<file path="src/rtl/svo_tmds_multi.sv">
// svo_tmds_multi: multi-lane HDMI symbol encoder.
// All lanes share one period mode per cycle. Video periods use 8b/10b TMDS
// with a per-lane signed running disparity. Control, data-island (TERC4) and
// guard-band periods emit fixed codes and reset that lane's disparity to 0.
// Two registered stages: transition minimisation, then DC balance / code
// selection. The latency from input to dout/mode_out/disp is exactly 2 clk.
module svo_tmds_multi #(
   parameter int NUM_CH = 3,
   parameter int DISP_W = 5
) (
   input  logic                       clk,
   input  logic                       reset,
   input  logic [1:0]                 mode,
   input  logic [8*NUM_CH-1:0]        din,
   input  logic [2*NUM_CH-1:0]        ctrl,
   input  logic [4*NUM_CH-1:0]        terc4,
   output logic [10*NUM_CH-1:0]       dout,
   output logic [1:0]                 mode_out,
   output logic [DISP_W*NUM_CH-1:0]   disp
);

   localparam logic [1:0] MODE_CTRL  = 2'd0;
   localparam logic [1:0] MODE_VIDEO = 2'd1;
   localparam logic [1:0] MODE_DATA  = 2'd2;

   localparam logic signed [DISP_W-1:0] ZERO  = '0;
   localparam logic signed [DISP_W-1:0] TWO   = DISP_W'(2);
   localparam logic signed [DISP_W-1:0] EIGHT = DISP_W'(8);

   function automatic logic [3:0] popcount8(input logic [7:0] v);
      logic [3:0] c;
      c = '0;
      for (int i = 0; i < 8; i++) c = c + {3'b000, v[i]};
      return c;
   endfunction

   // q_m[8] = 1 marks XOR chaining, 0 marks XNOR chaining.
   function automatic logic [8:0] tm_encode(input logic [7:0] d);
      logic [3:0] n1;
      logic       use_xnor;
      logic [8:0] q;
      n1       = popcount8(d);
      use_xnor = (n1 > 4'd4) || ((n1 == 4'd4) && !d[0]);
      q        = '0;
      q[0]     = d[0];
      for (int i = 1; i < 8; i++)
         q[i] = use_xnor ? ~(q[i-1] ^ d[i]) : (q[i-1] ^ d[i]);
      q[8] = ~use_xnor;
      return q;
   endfunction

   function automatic logic [9:0] ctrl_code(input logic [1:0] c);
      logic [9:0] s;
      case (c)
         2'd0:    s = 10'b1101010100;
         2'd1:    s = 10'b0010101011;
         2'd2:    s = 10'b0101010100;
         default: s = 10'b1010101011;
      endcase
      return s;
   endfunction

   function automatic logic [9:0] terc4_code(input logic [3:0] t);
      logic [9:0] s;
      case (t)
         4'h0:    s = 10'b1010011100;
         4'h1:    s = 10'b1001100011;
         4'h2:    s = 10'b1011100100;
         4'h3:    s = 10'b1011100010;
         4'h4:    s = 10'b0101110001;
         4'h5:    s = 10'b0100011110;
         4'h6:    s = 10'b0110001110;
         4'h7:    s = 10'b0100111100;
         4'h8:    s = 10'b1011001100;
         4'h9:    s = 10'b0100111001;
         4'hA:    s = 10'b0110011100;
         4'hB:    s = 10'b1011000110;
         4'hC:    s = 10'b1010001110;
         4'hD:    s = 10'b1001110001;
         4'hE:    s = 10'b0101100011;
         default: s = 10'b1011000011;
      endcase
      return s;
   endfunction

   // valid_s1 keeps the outputs at zero until the first post-reset symbol
   // has actually passed through stage 1.
   logic [1:0] mode_s1;
   logic       valid_s1;

   // Stage 1 shared state: the period mode and pipeline-valid flag.
   always_ff @(posedge clk or posedge reset) begin
      if (reset) begin
         mode_s1  <= 2'd0;
         valid_s1 <= 1'b0;
      end else begin
         mode_s1  <= mode;
         valid_s1 <= 1'b1;
      end
   end

   // Stage 2 shared state: mode aligned with dout.
   always_ff @(posedge clk or posedge reset) begin
      if (reset) mode_out <= 2'd0;
      else       mode_out <= valid_s1 ? mode_s1 : 2'd0;
   end

   for (genvar k = 0; k < NUM_CH; k++) begin : g_lane
      localparam logic [9:0] GUARD_CODE = (k % 2 == 0) ? 10'b1011001100 : 10'b0100110011;

      logic [8:0]               qm_s1;
      logic [1:0]               ctrl_s1;
      logic [3:0]               terc4_s1;
      logic [9:0]               sym_q;
      logic [9:0]               sym_nxt;
      logic signed [DISP_W-1:0] cnt_q;
      logic signed [DISP_W-1:0] cnt_nxt;
      logic [3:0]               n1;
      logic signed [DISP_W-1:0] n1_s;
      logic signed [DISP_W-1:0] bal;
      logic                     q8;
      logic [7:0]               qm;

      // Stage 1 per lane: transition-minimised word plus the side-band inputs.
      always_ff @(posedge clk or posedge reset) begin
         if (reset) begin
            qm_s1    <= '0;
            ctrl_s1  <= '0;
            terc4_s1 <= '0;
         end else begin
            qm_s1    <= tm_encode(din[k*8 +: 8]);
            ctrl_s1  <= ctrl[k*2 +: 2];
            terc4_s1 <= terc4[k*4 +: 4];
         end
      end

      // Stage 2 per lane: pick the output symbol and next disparity.
      // bal is N1-N0 of q_m[7:0]; N0-N1 is simply -bal.
      always_comb begin
         qm      = qm_s1[7:0];
         q8      = qm_s1[8];
         n1      = popcount8(qm);
         n1_s    = signed'({{(DISP_W-4){1'b0}}, n1});
         bal     = (n1_s <<< 1) - EIGHT;
         sym_nxt = '0;
         cnt_nxt = ZERO;
         if (valid_s1) begin
            case (mode_s1)
               MODE_VIDEO: begin
                  if ((cnt_q == ZERO) || (bal == ZERO)) begin
                     sym_nxt = {~q8, q8, (q8 ? qm : ~qm)};
                     cnt_nxt = q8 ? (cnt_q + bal) : (cnt_q - bal);
                  end else if (((cnt_q > ZERO) && (bal > ZERO)) ||
                               ((cnt_q < ZERO) && (bal < ZERO))) begin
                     sym_nxt = {1'b1, q8, ~qm};
                     cnt_nxt = cnt_q + (q8 ? TWO : ZERO) - bal;
                  end else begin
                     sym_nxt = {1'b0, q8, qm};
                     cnt_nxt = cnt_q - (q8 ? ZERO : TWO) + bal;
                  end
               end
               MODE_CTRL: sym_nxt = ctrl_code(ctrl_s1);
               MODE_DATA: sym_nxt = terc4_code(terc4_s1);
               default:   sym_nxt = GUARD_CODE;
            endcase
         end
      end

      // Stage 2 per lane: registered symbol and running disparity.
      always_ff @(posedge clk or posedge reset) begin
         if (reset) begin
            sym_q <= '0;
            cnt_q <= ZERO;
         end else begin
            sym_q <= sym_nxt;
            cnt_q <= cnt_nxt;
         end
      end

      assign dout[k*10 +: 10]         = sym_q;
      assign disp[k*DISP_W +: DISP_W] = cnt_q;
   end

endmodule

</file>
<file path="config.mk">
export PLATFORM = sky130hd
export DESIGN_NAME = svo_tmds_multi
export DESIGN_NICKNAME = d
export VERILOG_FILES = /design/src/rtl/svo_tmds_multi.sv
export SDC_FILE = /design/constraint.sdc
export NUM_CORES = 1
export LEC_CHECK = 0
export CORE_ASPECT_RATIO = 0.8
export CORE_MARGIN = 4
export CORE_UTILIZATION = 45
export CTS_CLUSTER_SIZE = 25
export DETAILED_ROUTE_END_ITERATION = 10
export GPL_ROUTABILITY_DRIVEN = 0
export PLACE_DENSITY = 0.67
export SKIP_CTS_REPAIR_TIMING = 1
export SYNTH_ARGS = -nofsm -noshare
export SYNTH_HDL_FRONTEND = slang
export SYNTH_SLANG_ARGS = --single-unit
</file>
<file path="constraint.sdc">
create_clock -name clk -period 8.15 [get_ports clk]
set_clock_uncertainty 0.05 [all_clocks]
set_input_delay 1.63 -clock clk [delete_from_list [all_inputs] [get_ports clk]]
set_output_delay 1.63 -clock clk [all_outputs]
set_load 0.05 [all_outputs]
</file>
---- Yosys cells after proc, flatten, opt, wreduce, memory -nomap -nowiden ----
Memories as Yosys holds them, arrays and structs flattened.
Index checks and enable logic that the tools add are counted.
storage, ports and cells
  flip-flop bits (word level) ............. 95
  latch bits .............................. 0
  memory bits (writable) .................. 0
  ROM bits ................................ 480
  input bits .............................. 46
  output and inout bits ................... 47
  logic and storage cells ................. 253
  memories ................................ 3
memories
  memory           words  width  rd ports  clocked after memory_dff  wr ports  line  source
  (no name shown)  16     10     1         0                         0         65    case (t)
  (no name shown)  16     10     1         0                         0         65
  (no name shown)  16     10     1         0                         0         65
operators by class
  $add $sub $neg .......................... 63
  multipliers ............................. 0
  div/mod/pow operators ................... 0
  magnitude comparators ................... 15
  equality and inequality tests ........... 11
  shift-type cells ........................ 0
  mux-type cells .......................... 61
  bitwise gates (word level) .............. 51
  reductions and logical operators ........ 31
operators with widths
  cell                   count
  $pmux W10 S3           6
  $add A4 B1 Y4          24
  $mux W10               9
  $mux W5                15
  $add A5 B5 Y5          6
  $gt A5 B1 Y1 const B   6
  $logic_not A5 Y1       6
  $lt A5 B1 Y1 const B   6
  $sub A5 B5 Y5          6
  $not A1 Y1             27
  $add A3 B1 Y4          6
  $mux W8                3
  $not A8 Y8             3
  $mux W1                21
  $xor A1 B1 Y1          21
  $add A2 B1 Y3          6
  $add A5 B3 Y5          3
  $sub A5 B3 Y5          3
  $sub A5 B5 Y5 const B  3
  $mux W2                7
  $add A1 B1 Y2          6
  $eq A4 B3 Y1 const B   3
  $gt A4 B3 Y1 const B   3
  $logic_and A1 B1 Y1    9
  5 further kinds        24

---- Longest topological paths before layout ----
  depth after elaboration ................. 29
  depth in mapped cells ................... 16
  gate-level depth less buffers ........... 16

---- Worst setup path before layout ----
Ideal clock, no wire load.
  path kind ............................... in2reg
  from .................................... input port din[16]
  to ...................................... register g_lane[2].qm_s1[7]
  library setup time ...................... 127 ps
  arrival ................................. 4642 ps
  data required time ...................... 7973 ps
  path slack .............................. 3331 ps
  stages .................................. 12
  buffers on the path ..................... 0
  path through ............................ inv_1 -> fa_1 -> fa_1 -> fa_1 -> inv_1 -> ha_1 -> fa_1 -> nor3b_1 -> o21ai_0 -> a21oi_2 -> xor2_1 -> xnor2_1
on the way
  cells in the longest elaborated chain, start to end .. 29
  elaborated cells on any way between the ends .. 33
  those cells by class .................... 7 x add/sub; 1 x order compare; 1 x eq/ne; 7 x mux; 14 x bitwise; 3 x reduce/logical
RTL lines
  element                                                 line  source
  start, declared                                         14    input logic [8*NUM_CH-1:0] din,
  branches (longest 28 deep; another with $add A3 B1 Y4)  --
  $mux W1 (*)                                             47    q[i] = use_xnor ? ~(q[i-1] ^ d[i]) : (q[i-1] ^ d[i]);
  end signal, assigned                                    131   qm_s1 <= tm_encode(din[k*8 +: 8]);
  end, declared                                           111   logic [8:0] qm_s1;
Every way passes the cells marked *.

---- Worst setup path in the final report ----
  from .................................... input port din[8]
  to ...................................... register g_lane[1].qm_s1[7]
on the way
  cells in the longest elaborated chain, start to end .. 29
  elaborated cells on any way between the ends .. 33
  those cells by class .................... 7 x add/sub; 1 x order compare; 1 x eq/ne; 7 x mux; 14 x bitwise; 3 x reduce/logical
RTL lines
  element                                                 line
  branches (longest 28 deep; another with $add A3 B1 Y4)  --
  $mux W1 (*)                                             47
  end signal, assigned                                    131
  end, declared                                           111
Marked as above.

==> results_tabular.tex <==
\begin{tabular}{lr}
\hline
Metric & Value \\
\hline
\multicolumn{2}{l}{\textbf{STA}} \\
\quad Hold Vio Cnt, Final & 0 \\
\quad Shortest clock period the worst path allows after layout & 5240 ps \\
\quad RSZ-0062 raised after global routing & false \\
\quad Max transition margin & 0.339 \\
\quad Period utilization & 0.643 \\
\quad Accumulated negative setup slack & 0 ps \\
\quad Achievable clock frequency & 0.191 GHz \\
\quad Total of endpoints with negative setup slack in the final report & 0 \\
\quad Pins Over Slew Limit & 0 \\
\quad Worst Tran Pin Value & 991 ps \\
\multicolumn{2}{l}{\textbf{Setup path}} \\
\quad WP data required & 8370 ps \\
\quad Sort of element at the start of the critical path & primary input \\
\quad Signal arrival time at the worst endpoint & 5470 ps \\
\quad Critical Path Source & din[8] \\
\quad Termination of the worst setup path & g\_lane[1].qm\_s1[7] \\
\quad Most prevalent standard cell on the critical path & sky130\_fd\_sc\_hd\_\_fa\_1 \\
\quad Slowest stage cell, crit path & sky130\_fd\_sc\_hd\_\_fa\_1 \\
\quad Logic depth of the worst register-to-register path & 14 \\
\quad Type of destination of the critical path & register \\
\quad Critical path class & in -> reg \\
\quad Maximum fanout encountered on the critical timing path & 4 \\
\quad Critical Path, Cell by Cell & clkdlybuf4s50\_1, inv\_1, fa\_1, fa\_1, fa\_1, inv\_1, ha\_1, fa\_1, nor3b\_1, o21ai\_0, a21oi\_2, xor2\_2, xnor2\_1 \\
\quad Endpoint of the worst-slack reg-to-reg timing path & g\_lane[2].sym\_q[4] \\
\quad Register-to-Register Setup Slack & 3060 ps \\
\quad Slowest stage delay, CP & 560 ps \\
\quad Reg-to-reg critical path startpoint & g\_lane[2].qm\_s1[0] \\
\multicolumn{2}{l}{\textbf{Global route}} \\
\quad Global-route wire length before repair & 27,300 um \\
\quad Global Route Usage Sum & 0.174 \\
\quad Initial antenna violation count & 0 \\
\quad Largest net degree at the start of global routing & 49 \\
\quad Via count of the first global-routing pass & 5,513 \\
\quad GRT Residual Overflow & 0 \\
\multicolumn{2}{l}{\textbf{CTS}} \\
\quad Number of clock sinks & 92 \\
\quad TritonCTS clock tree & built \\
\quad Clock network latency to the later pin of the worst-skew pair & 350 ps \\
\quad CTS clk-pin slew, worst paths & 60 ps \\
\quad Root cell of the clock tree & sky130\_fd\_sc\_hd\_\_clkbuf\_16 \\
\quad Maximum clock insertion buffer count & 2 \\
\quad CTS buffer count & 9 \\
\quad Number of H-tree levels & 3 \\
\multicolumn{2}{l}{\textbf{Synth}} \\
\quad Post-synthesis compound-gate area fraction & 0.158 \\
\quad Number of enable flip-flop cells after synthesis & 0 \\
\quad Multiplexer area fraction after synthesis & 0.0173 \\
\quad Syn Std Cell Area & 7740 sq um \\
\quad Post-synthesis sequential area ratio & 0.297 \\
\quad Flops \& latches, synth & 92 \\
\quad Distinct cell type count of the synthesized netlist & 56 \\
\quad Xor and xnor area share after synthesis & 0.129 \\
\quad Most used DFF post-synth & sky130\_fd\_sc\_hd\_\_dfrtp\_1 \\
\quad Share of synthesized cell area in full adder, half adder and majority cells & 0.256 \\
\quad Synthesized area per cell & 10.0 sq um \\
\quad Post-synthesis async set-or-reset flop share & 1.00 \\
\quad Synthesized instance count & 773 \\
\quad Yosys Warn Count & 0 \\
\quad Main combinational cell family by area after synthesis & adder cells \\
\quad Simple-gate portion of the synthesized area & 0.0666 \\
\multicolumn{2}{l}{\textbf{Floorplanning}} \\
\quad Initial Util & 0.463 \\
\quad Die X-Extent & 155 um \\
\quad Area of the core & 16,700 sq um \\
\quad FP Rows & 42 \\
\quad \# IOs & 93 \\
\quad Floorplan die area & 19,400 sq um \\
\quad Die Span Y & 125 um \\
\multicolumn{2}{l}{\textbf{Detailed routing}} \\
\quad Topmost layer with routed signal wires & met4 \\
\quad Total wire length & 16,000 um \\
\quad Detail Route met2 WL & 7350 um \\
\quad Post-DR wirelength/cell & 14.9 um \\
\quad Detailed-routed wire length on met3 & 648 um \\
\quad Number of nets still failing antenna checks after routing & 0 \\
\quad DRC viols & 0 \\
\quad TritonRoute pass-1 iters & 4 \\
\quad Vias per Instance & 5.02 \\
\quad Length of routed wiring on met1 & 7810 um \\
\quad Overall via count from detail\_route & 5,411 \\
\quad Initial DRC count & 256 \\
\multicolumn{2}{l}{\textbf{Placement}} \\
\quad Final HPWL from detailed placement & 12,900 um \\
\quad Post-Place Cell Area & 8830 sq um \\
\quad Number of buffer cells added on primary ports & 89 \\
\quad Instance count after placement with tap cells included & 1,061 \\
\multicolumn{2}{l}{\textbf{Job}} \\
\quad Max-capacitance violation count & 0 \\
\multicolumn{2}{l}{\textbf{Cells and area}} \\
\quad Relative area change from synthesis to final layout & 17.8\% \\
\quad Number of inserted diodes & 0 \\
\quad Post-route cell area & 9120 sq um \\
\quad Share of final-layout standard cells stronger than drive strength 1 & 0.0490 \\
\quad Post-route non-filler standard cell count & 1,077 \\
\quad Net count, final & 1,033 \\
\multicolumn{2}{l}{\textbf{Worst hold path}} \\
\quad Hold Path Origin & g\_lane[0].qm\_s1[2] \\
\quad Path category of the worst min-delay check & reg -> reg \\
\multicolumn{2}{l}{\textbf{Run status}} \\
\quad Result of the run & finished clean \\
\hline
\end{tabular}
[per-stage QoR]
step	utilization	hold slack, ps	setup WS, ps
after CTS	0.546	562	2880
final	0.546	548	2910
after global routing	0.546	594	2600
after detailed placement	0.528	541	2520
after global placement	0.528	538	2630
after floorplan	-	490	3330
[placed cells by master (no fill, tap or decap), types with 4 or more instances in the layout]
cell type	n
sky130_fd_sc_hd__o31ai_1	4
sky130_fd_sc_hd__nor2_1	38
sky130_fd_sc_hd__nand2b_1	17
sky130_fd_sc_hd__a211oi_1	16
sky130_fd_sc_hd__nor3b_1	8
sky130_fd_sc_hd__clkbuf_16	9
sky130_fd_sc_hd__conb_1	4
sky130_fd_sc_hd__a21o_1	18
sky130_fd_sc_hd__nand2_1	24
sky130_fd_sc_hd__clkdlybuf4s50_1	89
sky130_fd_sc_hd__mux2i_1	10
sky130_fd_sc_hd__fa_1	39
sky130_fd_sc_hd__or3_1	4
sky130_fd_sc_hd__nor2b_1	5
sky130_fd_sc_hd__o211ai_1	6
sky130_fd_sc_hd__o21ai_1	16
sky130_fd_sc_hd__xnor2_4	4
sky130_fd_sc_hd__o21a_1	4
sky130_fd_sc_hd__ha_1	96
sky130_fd_sc_hd__a31oi_1	6
sky130_fd_sc_hd__o22ai_1	15
sky130_fd_sc_hd__xnor2_1	45
sky130_fd_sc_hd__a21oi_1	40
sky130_fd_sc_hd__o21ai_0	30
sky130_fd_sc_hd__inv_1	120
sky130_fd_sc_hd__o221ai_1	4
sky130_fd_sc_hd__xor2_1	33
sky130_fd_sc_hd__dfrtp_1	92
[flip-flops by register name (all words and copies together), names as in the netlist]
name and cells:
valid_s1 1, mode_s1 2, g_lane.qm_s1 27, mode_out 2, g_lane.terc4_s1 12, g_lane.cnt_q 12
g_lane.ctrl_s1 6, g_lane.sym_q 30
[layer usage]
layer | vias to the layer above | track usage
li1 | 2717 | -
met1 | 2570 | 0.251
met2 | 107 | 0.269
met3 | 17 | 0.0397
met4 | 0 | 0.0379
met5 | - | 0
[logic make-up after synthesis]
| family | count (synthesis) |
|---|---|
| buf+inv | 149 |
| xor+xnor | 92 |
| fa+ha+maj | 135 |
| simple gates | 105 |
| mux | 13 |
| flops | 92 |
| other cells | 2 |
| compound gates | 185 |
[synthesized netlist by cell type (4+ instances only)]
| cell type | instances | area share |
|---|---|---|
| sky130_fd_sc_hd__nor3b_1 | 8 | 0.0078 |
| sky130_fd_sc_hd__ha_1 | 96 | 0.16 |
| sky130_fd_sc_hd__mux2i_1 | 10 | 0.013 |
| sky130_fd_sc_hd__xnor2_1 | 45 | 0.051 |
| sky130_fd_sc_hd__nor2b_1 | 5 | 0.0040 |
| sky130_fd_sc_hd__o31ai_1 | 4 | 0.0039 |
| sky130_fd_sc_hd__or3_1 | 4 | 0.0032 |
| sky130_fd_sc_hd__inv_1 | 121 | 0.059 |
| sky130_fd_sc_hd__nand2b_1 | 17 | 0.014 |
| sky130_fd_sc_hd__o22ai_1 | 15 | 0.012 |
| sky130_fd_sc_hd__dfrtp_1 | 92 | 0.30 |
| sky130_fd_sc_hd__a21oi_1 | 40 | 0.026 |
| sky130_fd_sc_hd__buf_4 | 5 | 0.0048 |
| sky130_fd_sc_hd__o21a_1 | 4 | 0.0039 |
| sky130_fd_sc_hd__o21ai_1 | 16 | 0.010 |
| sky130_fd_sc_hd__nand2_1 | 24 | 0.012 |
| sky130_fd_sc_hd__a31oi_1 | 6 | 0.0048 |
| sky130_fd_sc_hd__nor2_1 | 38 | 0.018 |
| sky130_fd_sc_hd__clkbuf_1 | 21 | 0.010 |
| sky130_fd_sc_hd__o221ai_1 | 4 | 0.0045 |
| sky130_fd_sc_hd__a21o_1 | 18 | 0.017 |
| sky130_fd_sc_hd__a211oi_1 | 16 | 0.016 |
| sky130_fd_sc_hd__fa_1 | 39 | 0.10 |
| sky130_fd_sc_hd__xor2_1 | 33 | 0.037 |
| sky130_fd_sc_hd__o21ai_0 | 30 | 0.019 |
| sky130_fd_sc_hd__xnor2_4 | 4 | 0.014 |
| sky130_fd_sc_hd__o211ai_1 | 6 | 0.0058 |
[worst min path at each step]
stage / end / slack (ps) / cells after the start
detailed placement: g_lane[0].sym_q[2] / 540 / 2
finish: g_lane[0].sym_q[2] / 550 / 2
global placement: g_lane[0].sym_q[2] / 540 / 2
global route: g_lane[0].sym_q[2] / 590 / 2
CTS: g_lane[0].sym_q[2] / 560 / 2
floorplan: g_lane[0].sym_q[2] / 490 / 2
[critical path: cells and delay by family]
family,cells,cell delay (ps)
xor+xnor,2,330
buf+inv,3,660
compound gates,2,450
simple gates,1,260
fa+ha+maj,5,2130
[final cells by class]
cell class                      instances  area [sq um]
Timing Repair Buffer                   92           913
Fill cell                            1486          7590
Clock inverter                          4          48.8
Sequential cell                        92          2300
Tap cell                              220           275
Clock buffer                           12           246
Inverter                              123           464
Multi-Input combinational cell        534          4870
Power is not shown: default switching activity piles up to over one toggle a cycle in this logic, so the estimate is an artifact.
